## src/rtl/control_seq_pkg.sv

```systemverilog
// control_pkg: shared constants for the control sequencer.
//   - opcode values of the fixed-function instruction classes
//   - 5-bit binary state encoding
//   - select encodings for write-back, memory address and MDR source
package control_pkg;

    localparam logic [3:0] OP_SYS = 4'd0;
    localparam logic [3:0] OP_LD  = 4'd8;
    localparam logic [3:0] OP_ST  = 4'd9;
    localparam logic [3:0] OP_LI  = 4'd10;
    localparam logic [3:0] OP_JZ  = 4'd11;
    localparam logic [3:0] OP_JNZ = 4'd12;

    typedef enum logic [4:0] {
        RST_PC  = 5'd0,
        FETCH   = 5'd1,
        DECODE  = 5'd2,
        ALU_A   = 5'd3,
        ALU_B   = 5'd4,
        ALU_WB  = 5'd5,
        LD_ADDR = 5'd6,
        LD_MEM  = 5'd7,
        LD_WB   = 5'd8,
        ST_ADDR = 5'd9,
        ST_DATA = 5'd10,
        ST_MEM  = 5'd11,
        LI_INC  = 5'd12,
        LI_MEM  = 5'd13,
        LI_WB   = 5'd14,
        J_TEST  = 5'd15,
        J_LOAD  = 5'd16,
        INCPC   = 5'd17,
        HALT    = 5'd18
    } state_t;

    localparam logic WB_ALU   = 1'b0;
    localparam logic WB_MDR   = 1'b1;
    localparam logic ADDR_PC  = 1'b0;
    localparam logic ADDR_MAR = 1'b1;
    localparam logic MDR_MEM  = 1'b0;
    localparam logic MDR_REG  = 1'b1;

endpackage

```

## src/rtl/control_seq_if.sv

```systemverilog
// control_seq_if: bundle between the sequencer and the datapath/memory.
//   master : sequencer side (drives strobes/selects, reads ir, rdata_zero, mem_ready)
//   slave  : datapath/memory side
interface control_seq_if #(
    parameter int WIDTH   = 16,
    parameter int REGADDR = 6
);
    logic [WIDTH-1:0]   ir;
    logic               rdata_zero;
    logic               mem_ready;
    logic               mem_req;
    logic               mem_we;
    logic               mem_addr_sel;
    logic               mdr_load;
    logic               mdr_sel;
    logic               ir_load;
    logic               mar_load;
    logic               pc_clr;
    logic               pc_inc;
    logic               pc_load;
    logic [REGADDR-1:0] reg_addr;
    logic               reg_we;
    logic               wb_sel;
    logic [2:0]         alu_op;
    logic               alu_a_load;
    logic               alu_y_load;
    logic               halted;
    logic               illegal;
    logic               bus_err;

    modport master (
        input  ir, rdata_zero, mem_ready,
        output mem_req, mem_we, mem_addr_sel, mdr_load, mdr_sel, ir_load,
               mar_load, pc_clr, pc_inc, pc_load, reg_addr, reg_we, wb_sel,
               alu_op, alu_a_load, alu_y_load, halted, illegal, bus_err
    );

    modport slave (
        output ir, rdata_zero, mem_ready,
        input  mem_req, mem_we, mem_addr_sel, mdr_load, mdr_sel, ir_load,
               mar_load, pc_clr, pc_inc, pc_load, reg_addr, reg_we, wb_sel,
               alu_op, alu_a_load, alu_y_load, halted, illegal, bus_err
    );
endinterface

```

## src/rtl/control_seq_mem_wait_timer.sv

```systemverilog
// mem_wait_timer: bus-timeout watchdog for one memory request.
//   clk, reset : clock, synchronous active-high reset
//   clear      : restart the count (asserted on every state change)
//   active     : a memory request is outstanding this cycle
//   ready      : memory completes the request this cycle
//   expired    : this is the TIMEOUT-th waiting cycle and ready is low
// TIMEOUT = 0 disables the watchdog.
module mem_wait_timer #(
    parameter int TIMEOUT = 255
) (
    input  logic clk,
    input  logic reset,
    input  logic clear,
    input  logic active,
    input  logic ready,
    output logic expired
);
    localparam int CW = (TIMEOUT < 2) ? 1 : $clog2(TIMEOUT + 1);

    logic [CW-1:0] count_r;

    // Wait-cycle counter; saturates so it can never wrap back under the limit.
    always_ff @(posedge clk) begin
        if (reset || clear) begin
            count_r <= '0;
        end else if (active && !ready && (count_r != CW'(TIMEOUT))) begin
            count_r <= count_r + 1'b1;
        end else begin
            count_r <= count_r;
        end
    end

    // count_r holds the cycles already waited, so TIMEOUT-1 marks the last one;
    // a ready in that same cycle still completes normally.
    generate
        if (TIMEOUT == 0) begin : g_off
            assign expired = 1'b0;
        end else begin : g_on
            assign expired = active && !ready && (count_r == CW'(TIMEOUT - 1));
        end
    endgenerate

endmodule

```

## src/rtl/control_seq.sv

```systemverilog
// control_seq: multi-cycle fetch/decode/execute sequencer.
//   clk, reset : clock, synchronous active-high reset
//   bus        : control_seq_if master -- instruction/flag inputs, memory
//                handshake, datapath strobes, halted/illegal/bus_err status
// The opcode sits in ir[WIDTH-1 -: OPW]; rd/rs are the two low REGADDR
// fields, so OPW + 2*REGADDR must not exceed WIDTH.
module control_seq
    import control_pkg::*;
#(
    parameter int WIDTH   = 16,
    parameter int OPW     = 4,
    parameter int REGADDR = 6,
    parameter int TIMEOUT = 255
) (
    input  logic          clk,
    input  logic          reset,
    control_seq_if.master bus
);
    state_t             state_r, next_state_s;
    logic               rst_hold_r;
    logic               illegal_r, bus_err_r;
    logic               set_illegal_s, set_bus_err_s;
    logic               expired_s, mem_state_s, clear_s, taken_s;
    logic [OPW-1:0]     op_s;
    logic [REGADDR-1:0] rd_s, rs_s;

    assign op_s = bus.ir[WIDTH-1 -: OPW];
    assign rd_s = bus.ir[2*REGADDR-1:REGADDR];
    assign rs_s = bus.ir[REGADDR-1:0];

    // Decoded from the state alone so the watchdog does not loop through the FSM logic.
    assign mem_state_s = (state_r == FETCH) || (state_r == LD_MEM) ||
                         (state_r == ST_MEM) || (state_r == LI_MEM);
    assign clear_s     = (next_state_s != state_r);
    assign taken_s     = (op_s == OPW'(OP_JZ)) ? bus.rdata_zero : !bus.rdata_zero;

    mem_wait_timer #(.TIMEOUT(TIMEOUT)) u_timer (
        .clk     (clk),
        .reset   (reset),
        .clear   (clear_s),
        .active  (mem_state_s),
        .ready   (bus.mem_ready),
        .expired (expired_s)
    );

    // State register, reset-hold flag and sticky halt causes.
    // rst_hold_r keeps every output low for the first cycle after reset;
    // RST_PC then issues pc_clr on the following cycle.
    always_ff @(posedge clk) begin
        if (reset) begin
            state_r    <= RST_PC;
            rst_hold_r <= 1'b1;
            illegal_r  <= 1'b0;
            bus_err_r  <= 1'b0;
        end else begin
            state_r    <= next_state_s;
            rst_hold_r <= 1'b0;
            illegal_r  <= illegal_r | set_illegal_s;
            bus_err_r  <= bus_err_r | set_bus_err_s;
        end
    end

    assign bus.halted  = (state_r == HALT);
    assign bus.illegal = illegal_r;
    assign bus.bus_err = bus_err_r;

    // Next-state and strobe decode.
    always_comb begin
        next_state_s     = state_r;
        set_illegal_s    = 1'b0;
        set_bus_err_s    = 1'b0;
        bus.mem_req      = 1'b0;
        bus.mem_we       = 1'b0;
        bus.mem_addr_sel = ADDR_PC;
        bus.mdr_load     = 1'b0;
        bus.mdr_sel      = MDR_MEM;
        bus.ir_load      = 1'b0;
        bus.mar_load     = 1'b0;
        bus.pc_clr       = 1'b0;
        bus.pc_inc       = 1'b0;
        bus.pc_load      = 1'b0;
        bus.reg_addr     = '0;
        bus.reg_we       = 1'b0;
        bus.wb_sel       = WB_ALU;
        bus.alu_op       = 3'd0;
        bus.alu_a_load   = 1'b0;
        bus.alu_y_load   = 1'b0;
        case (state_r)
            RST_PC: begin
                if (rst_hold_r) begin
                    next_state_s = RST_PC;
                end else begin
                    bus.pc_clr   = 1'b1;
                    next_state_s = FETCH;
                end
            end
            FETCH, LD_MEM, ST_MEM, LI_MEM: begin
                bus.mem_req      = 1'b1;
                bus.mem_we       = (state_r == ST_MEM);
                bus.mem_addr_sel = ((state_r == LD_MEM) || (state_r == ST_MEM)) ? ADDR_MAR : ADDR_PC;
                if (bus.mem_ready) begin
                    bus.ir_load  = (state_r == FETCH);
                    bus.mdr_load = (state_r == LD_MEM) || (state_r == LI_MEM);
                    if (state_r == FETCH) begin
                        next_state_s = DECODE;
                    end else if (state_r == LD_MEM) begin
                        next_state_s = LD_WB;
                    end else if (state_r == LI_MEM) begin
                        next_state_s = LI_WB;
                    end else begin
                        next_state_s = INCPC;
                    end
                end else if (expired_s) begin
                    next_state_s  = HALT;
                    set_bus_err_s = 1'b1;
                end else begin
                    next_state_s = state_r;
                end
            end
            DECODE: begin
                if (op_s == OPW'(OP_SYS)) begin
                    next_state_s = HALT;
                end else if (op_s < OPW'(OP_LD)) begin
                    next_state_s = ALU_A;
                end else if (op_s == OPW'(OP_LD)) begin
                    next_state_s = LD_ADDR;
                end else if (op_s == OPW'(OP_ST)) begin
                    next_state_s = ST_ADDR;
                end else if (op_s == OPW'(OP_LI)) begin
                    next_state_s = LI_INC;
                end else if ((op_s == OPW'(OP_JZ)) || (op_s == OPW'(OP_JNZ))) begin
                    next_state_s = J_TEST;
                end else begin
                    next_state_s  = HALT;
                    set_illegal_s = 1'b1;
                end
            end
            ALU_A: begin
                bus.reg_addr   = rd_s;
                bus.alu_op     = op_s[2:0];
                bus.alu_a_load = 1'b1;
                next_state_s   = ALU_B;
            end
            ALU_B: begin
                bus.reg_addr   = rs_s;
                bus.alu_op     = op_s[2:0];
                bus.alu_y_load = 1'b1;
                next_state_s   = ALU_WB;
            end
            ALU_WB: begin
                bus.reg_addr = rd_s;
                bus.alu_op   = op_s[2:0];
                bus.reg_we   = 1'b1;
                bus.wb_sel   = WB_ALU;
                next_state_s = INCPC;
            end
            LD_ADDR, ST_ADDR: begin
                bus.reg_addr = rs_s;
                bus.mar_load = 1'b1;
                next_state_s = (state_r == LD_ADDR) ? LD_MEM : ST_DATA;
            end
            ST_DATA: begin
                bus.reg_addr = rd_s;
                bus.mdr_load = 1'b1;
                bus.mdr_sel  = MDR_REG;
                next_state_s = ST_MEM;
            end
            LD_WB, LI_WB: begin
                bus.reg_addr = rd_s;
                bus.reg_we   = 1'b1;
                bus.wb_sel   = WB_MDR;
                next_state_s = INCPC;
            end
            LI_INC: begin
                bus.pc_inc   = 1'b1;
                next_state_s = LI_MEM;
            end
            J_TEST: begin
                bus.reg_addr = rs_s;
                next_state_s = taken_s ? J_LOAD : INCPC;
            end
            J_LOAD: begin
                bus.reg_addr = rd_s;
                bus.pc_load  = 1'b1;
                next_state_s = FETCH;
            end
            INCPC: begin
                bus.pc_inc   = 1'b1;
                next_state_s = FETCH;
            end
            HALT: begin
                next_state_s = HALT;
            end
            default: begin
                next_state_s = RST_PC;
            end
        endcase
    end

endmodule
```

## src/flat_wrapper.sv

```systemverilog
// flat-port wrapper written by rule: the top's interface ports become plain ports
module control_seq_flat import control_pkg::*;
#(
    parameter int WIDTH   = 16,
    parameter int OPW     = 4,
    parameter int REGADDR = 6,
    parameter int TIMEOUT = 255
)
  (clk, reset, bus_ir, bus_rdata_zero, bus_mem_ready, bus_mem_req, bus_mem_we, bus_mem_addr_sel, bus_mdr_load, bus_mdr_sel, bus_ir_load, bus_mar_load, bus_pc_clr, bus_pc_inc, bus_pc_load, bus_reg_addr, bus_reg_we, bus_wb_sel, bus_alu_op, bus_alu_a_load, bus_alu_y_load, bus_halted, bus_illegal, bus_bus_err);
  control_seq_if #(.WIDTH(WIDTH), .REGADDR(REGADDR)) bus_i ();
  input  logic clk;
  input  logic reset;
  input wire logic [$bits(bus_i.ir)-1:0] bus_ir;
  input wire logic [$bits(bus_i.rdata_zero)-1:0] bus_rdata_zero;
  input wire logic [$bits(bus_i.mem_ready)-1:0] bus_mem_ready;
  output wire logic [$bits(bus_i.mem_req)-1:0] bus_mem_req;
  output wire logic [$bits(bus_i.mem_we)-1:0] bus_mem_we;
  output wire logic [$bits(bus_i.mem_addr_sel)-1:0] bus_mem_addr_sel;
  output wire logic [$bits(bus_i.mdr_load)-1:0] bus_mdr_load;
  output wire logic [$bits(bus_i.mdr_sel)-1:0] bus_mdr_sel;
  output wire logic [$bits(bus_i.ir_load)-1:0] bus_ir_load;
  output wire logic [$bits(bus_i.mar_load)-1:0] bus_mar_load;
  output wire logic [$bits(bus_i.pc_clr)-1:0] bus_pc_clr;
  output wire logic [$bits(bus_i.pc_inc)-1:0] bus_pc_inc;
  output wire logic [$bits(bus_i.pc_load)-1:0] bus_pc_load;
  output wire logic [$bits(bus_i.reg_addr)-1:0] bus_reg_addr;
  output wire logic [$bits(bus_i.reg_we)-1:0] bus_reg_we;
  output wire logic [$bits(bus_i.wb_sel)-1:0] bus_wb_sel;
  output wire logic [$bits(bus_i.alu_op)-1:0] bus_alu_op;
  output wire logic [$bits(bus_i.alu_a_load)-1:0] bus_alu_a_load;
  output wire logic [$bits(bus_i.alu_y_load)-1:0] bus_alu_y_load;
  output wire logic [$bits(bus_i.halted)-1:0] bus_halted;
  output wire logic [$bits(bus_i.illegal)-1:0] bus_illegal;
  output wire logic [$bits(bus_i.bus_err)-1:0] bus_bus_err;
  assign bus_i.ir = bus_ir;
  assign bus_i.rdata_zero = bus_rdata_zero;
  assign bus_i.mem_ready = bus_mem_ready;
  assign bus_mem_req = bus_i.mem_req;
  assign bus_mem_we = bus_i.mem_we;
  assign bus_mem_addr_sel = bus_i.mem_addr_sel;
  assign bus_mdr_load = bus_i.mdr_load;
  assign bus_mdr_sel = bus_i.mdr_sel;
  assign bus_ir_load = bus_i.ir_load;
  assign bus_mar_load = bus_i.mar_load;
  assign bus_pc_clr = bus_i.pc_clr;
  assign bus_pc_inc = bus_i.pc_inc;
  assign bus_pc_load = bus_i.pc_load;
  assign bus_reg_addr = bus_i.reg_addr;
  assign bus_reg_we = bus_i.reg_we;
  assign bus_wb_sel = bus_i.wb_sel;
  assign bus_alu_op = bus_i.alu_op;
  assign bus_alu_a_load = bus_i.alu_a_load;
  assign bus_alu_y_load = bus_i.alu_y_load;
  assign bus_halted = bus_i.halted;
  assign bus_illegal = bus_i.illegal;
  assign bus_bus_err = bus_i.bus_err;
  control_seq #(.WIDTH(WIDTH), .OPW(OPW), .REGADDR(REGADDR), .TIMEOUT(TIMEOUT)) u_core (.clk(clk), .reset(reset), .bus(bus_i));
endmodule
```

## config.mk

```make
export PLATFORM = sky130hd
export DESIGN_NAME = control_seq_flat
export DESIGN_NICKNAME = d
export VERILOG_FILES = /design/src/rtl/control_seq_pkg.sv /design/src/rtl/control_seq_if.sv /design/src/rtl/control_seq_mem_wait_timer.sv /design/src/rtl/control_seq.sv /design/src/flat_wrapper.sv
export SDC_FILE = /design/constraint.sdc
export NUM_CORES = 1
export LEC_CHECK = 0
export CORE_AREA = 2 2 67 69
export DETAILED_ROUTE_END_ITERATION = 8
export DIE_AREA = 0 0 69 71
export HOLD_SLACK_MARGIN = 0.08
export PLACE_DENSITY = 0.78
export SYNTH_ARGS = -nofsm -noshare
export SYNTH_HDL_FRONTEND = slang
export SYNTH_SLANG_ARGS = --single-unit
```

## constraint.sdc

```tcl
create_clock -name clk -period 2.7 [get_ports clk]
set_clock_uncertainty 0.05 [all_clocks]
set_input_delay 0.54 -clock clk [delete_from_list [all_inputs] [get_ports clk]]
set_output_delay 0.54 -clock clk [all_outputs]
set_load 0.005 [all_outputs]
```

After elaboration in Yosys (flattened, before gate mapping)
Cells that the tools add are included.
W data, S select, Z words.
{"block": "totals", "romBits": 0, "inputBits": 20, "latchBits": 0, "n_memories": 0, "ff_bits": 16, "elab_cells": 105, "ram_bits": 0}
{"block": "classes", "eq_ne": 26, "add_sub_neg": 1, "magnitude_cmp": 1, "n_bitwise": 2, "n_mul": 0, "div": 0, "n_shift": 0, "reduce_logical": 23, "mux": 47}
{"operator": "$pmux W5 S12", "n": 1}
{"operator": "$mux W5", "n": 11}
{"operator": "$eq A5 B4 Y1 const B", "n": 8}
{"operator": "$mux W1", "n": 31}
{"operator": "$eq A4 B4 Y1 const B", "n": 5}
{"operator": "$eq A5 B3 Y1 const B", "n": 4}
{"operator": "$eq A5 B5 Y1 const B", "n": 3}
{"operator": "$pmux W6 S2", "n": 1}
{"operator": "$eq A5 B2 Y1 const B", "n": 2}
{"operator": "$add A8 B1 Y8 const B", "n": 1}
{"operator": "$eq A8 B8 Y1 const B", "n": 1}
{"operator": "$ne A8 B8 Y1 const B", "n": 1}
{"operator": "$reduce_or A2 Y1", "n": 4}
{"operator": "$reduce_or A4 Y1", "n": 2}
{"operator": "$logic_or A1 B1 Y1", "n": 7}
{"operator": "$reduce_or A3 Y1", "n": 2}
{"operator": "$reduce_or A6 Y1", "n": 1}
{"operator": "$eq A5 B1 Y1 const B", "n": 1}
{"operator": "$logic_not A5 Y1", "n": 1}
{"operator": "$ne A5 B5 Y1", "n": 1}
{"operator": "$logic_not A4 Y1", "n": 1}
{"operator": "$lt A4 B4 Y1 const B", "n": 1}
{"operator": "$mux W4", "n": 1}
{"operator": "$logic_and A1 B1 Y1", "n": 3}
{"operator": "other kinds (4)", "n": 6}

Logic depth before layout (Yosys ltp)
{"block": "depth", "ltp_word": 11, "depth_mapped": 8}

By module
Synthesis repeated with hierarchy kept, for this count alone.
{"block": "unflattened", "hier_cells": 227, "hier_area_um2": 1626.6}
{"module": "control_seq", "instances": 1, "cells_each": 176, "area_each_um2": 1159.9}
{"module": "mem_wait_timer", "instances": 1, "cells_each": 51, "area_each_um2": 466.7}

Least setup slack after synthesis
OpenSTA, ideal clock, no wires.
{"block": "synth_timing", "path_type": "reg-to-output", "start": "reg u_core.state_r[2]", "end": "out bus_reg_addr[0]", "t_required_ns": 2.110, "slack_ns": 0.514, "t_arrival_ns": 1.596, "path_buffers": 3, "stages_incl_launch_ff": 8, "path_cell_list": "dfxtp_1 -> buf_2 -> buf_2 -> clkbuf_1 -> nor3b_1 -> a31oi_1 -> nor2_1 -> a22o_1"}
{"block": "synth_between", "elab_chain_cells": 3}
{"element": "start: declaration", "line": "control_seq.sv:19", "text": "state_t state_r, next_state_s;"}
{"element": "start signal: assignment", "line": "control_seq.sv:56", "text": "state_r <= next_state_s;"}
{"element": "$eq A5 B2 Y1, or another cell as far along", "line": "control_seq.sv:88", "text": "case (state_r)"}
{"element": "$reduce_or A6 Y1 (no source line) or $reduce_or A4 Y1 (tied branches)"}
{"element": "$pmux W6 S2 *", "line": "control_seq.sv:88"}
{"element": "end: declaration", "line": "flat_wrapper.sv:26", "text": "output wire logic [$bits(bus_i.reg_addr)-1:0] bus_reg_addr;"}
Mark *: on every way between the ends. The rest lies on a longest branch, timed or not.

Final worst setup path
Ends and elaborated chain as after synthesis.

==> impl_metrics.toml <==
[floorplanning]
dieArea_mm2 = 0.00490
initial_core_util_pct = 38.3
die_y_um = 71
num_rows = 24
coreArea_mm2 = 0.00420
die_x_um = 69
num_io_pins = 46

[global_route]
grt-ovfl-total = 0
grt_pass1_vias = 1585
antenna_found_initial = 0
grt_max_degree = 25
track_usage_pct = 18.3
grt_pass1_wl_um = 7430

[final_layout]
finalNonFillerCells = 320
synthToLayoutAreaGrowth_pct = 39.0
final_cell_mix = "45 x clkdlybuf4s50_1, 39 x nor2_1, 21 x a21oi_1"
antennaDiodeCount = 0
drive_gt1_share_pct = 12.3
final_common_cell = "clkdlybuf4s50_1"
final_nets = 291

[clocking]
cts_buffer_depth = 2
cts_hold_buf = 0
clkTransAtPathRegs_ns = 0.07
cts.root.buffer_cell = "clkbuf_8"
cts.sinks = 16
cts_max_level = 1
cts_setup_buffers = 0
cts_tree = "done"
clk_latency_ns = 0.25
cts_inserted_buffers = 3

[sta]
final_hold_viol_count = 0
worst_pin_slew_ns = 0.538
setup_viol = 0
slew_violations = 0
min_period_ns = 2.66
fmax_mhz = 377
finalCritPeriodShare_pct = 98.4
slew_headroom_pct = 63.8
setup_ws_ns = 0.0440
rsz0062_at_grt = "yes"

[yosys]
ys_ff_latch = 16
synth_edf_count = 0
yosys_most_used_dff = "dfxtp_1"
yosys.area.top_type_share_pct = 19.9
seq_area_frac_synth_pct = 19.9
netlist_area_mm2 = 0.00161
synthArstFlopShare_pct = 0
yosysTopAreaCell = "dfxtp_1"
yosys_warnings = 0
syn-num-nets = 245
synthCells = 223
netlist-cell-type-count = 52
avgSynthCellArea_um2 = 7.22
synthTopCellsByArea = "dfxtp_1 20%, nor2_1 9.3%, a21oi_1 6.5%"

[place]
hpwl_um = 3510
port_buffers = 45
dp_slack_ns = 0.0413
place_inst = 316
place.gp.congestion = 0.966

[power]
vdd_ir_drop_max_mv = 0.349
powerDensity_mw_per_mm2 = 513
p_leak_uw = 0.000808

[hold_path]
hold-path-cell-count = 2
min_path_type = "register to register"

[drt]
viasPerCell = 5.59
first_pass_iters = 6
detail-route-antenna-nets = 0
vias = 1788
drt_iter0_drc = 129
wl_per_cell_um = 14.1
drc = 0
wirelength_um = 4530

[setup_path]
arrival_ns = 2.07
critPathMaxFanout = 7
crit_start = "u_core.state_r[2]"
critPathCapture = "bus_reg_addr[0]"
crit_type = "register to output pin"
cp-start-kind = "register"
reg2reg_to = "u_core.u_timer.count_r[0]"
r2r_slack_ns = 0.34
r2r_cells = 7
reg2reg_from = "u_core.state_r[2]"
required_ns = 2.11
endpoint_kind = "output pin"

[status]
status = "complete, no violations"

[job]
maxCapViolCount = 0
layer usage:
layer	GRT usage [%]	up-vias	share of wire, %
met1	25.6	839	45
met5	0	-	0
met3	1.99	5	5.6
met2	29.8	59	48
met4	5.23	0	1.1
li1	-	885	-
layout make-up:
class / instances / area, µm²
fillers: 398 / 1970
repair buffers: 59 / 576
multi-input cells: 183 / 1190
well taps: 52 / 65.1
flip-flops and latches: 16 / 323
clock buffers: 4 / 55.1
inverters: 6 / 22.5
worst max-delay path, cell delays in order, from the launching register on:
cell             delay, ns
dfxtp_1               0.49
xnor2_1               0.24
nor2_1                0.07
a22oi_1               0.19
o22ai_2               0.17
a22o_1                0.21
clkdlybuf4s50_1       0.44
registers in the layout (all words and copies together), names as in the netlist:
name / flops
u_core.state_r: 5
u_core.u_timer.count_r: 8
u_core.rst_hold_r: 1
u_core.bus.illegal: 1
u_core.bus.bus_err: 1
stage by stage:
step | TNS [ns] | power [µW] | utilization, % | instance area [µm²] | hold slack [ns]
floorplan | 0 | 684 | - | 1610 | 0.392
global route | -0.409 | 1220 | 53.2 | 2240 | 0.440
detailed placement | 0 | 917 | 51.3 | 2160 | 0.396
global placement | 0 | 913 | 51.3 | 2160 | 0.385
finish | 0 | 1150 | 53.2 | 2240 | 0.407
CTS | 0 | 1140 | 52.8 | 2220 | 0.410
what timing repair did:
action | 4_1_cts | 5_1_grt
cloned | 0 | 0
setup endpoints to repair | 6 | 14
gates resized for setup | 2 | 6
Yosys cell counts (all sizes together) (2+ instances only):
library cell / count
clkbuf: 6
a22o: 6
nor2b: 8
and2: 6
a22oi: 4
nand2b: 7
or3: 2
nor2: 41
nand4: 4
o211ai: 2
nand3: 5
a211oi: 4
buf: 12
xor2: 4
and4: 2
nand2: 11
dfxtp: 16
ha: 2
nor3b: 5
and3: 3
a21oi: 21
a211o: 2
nand4b: 2
o2111ai: 2
nor3: 6
nand3b: 2
inv: 6
a31oi: 5
or2: 2
xnor2: 8
o21ai: 3
worst min path at each step:
stage | from | end | slack, ns
2_1_floorplan | u_core.bus.bus_err | u_core.bus.bus_err | 0.39
3_3_place_gp | u_core.bus.bus_err | u_core.bus.bus_err | 0.38
3_5_place_dp | u_core.bus.bus_err | u_core.bus.bus_err | 0.40
4_1_cts | u_core.bus.bus_err | u_core.bus.bus_err | 0.41
5_1_grt | u_core.bus.bus_err | u_core.bus.bus_err | 0.44
6_report | u_core.bus.bus_err | u_core.bus.bus_err | 0.41
where the power goes:
part	switching [µW]	leakage [µW]	internal, µW	total (µW)
Combinational	332	0.000648	316	648
Clock	88.9	0.0000288	130	218
Sequential	28.5	0.000131	253	282
Total	449	0.000808	699	1150
logic make-up after synthesis:
logic type / count (synthesis) / synth area share (%)
simple gates: 111 / 37.1
compound gates: 56 / 26.1
buf+inv: 24 / 6.69
flops: 16 / 19.9
xor+xnor: 13 / 7.93
fa+ha+maj: 3 / 2.25
No activity file was read; power rests on OpenSTA's default activity.
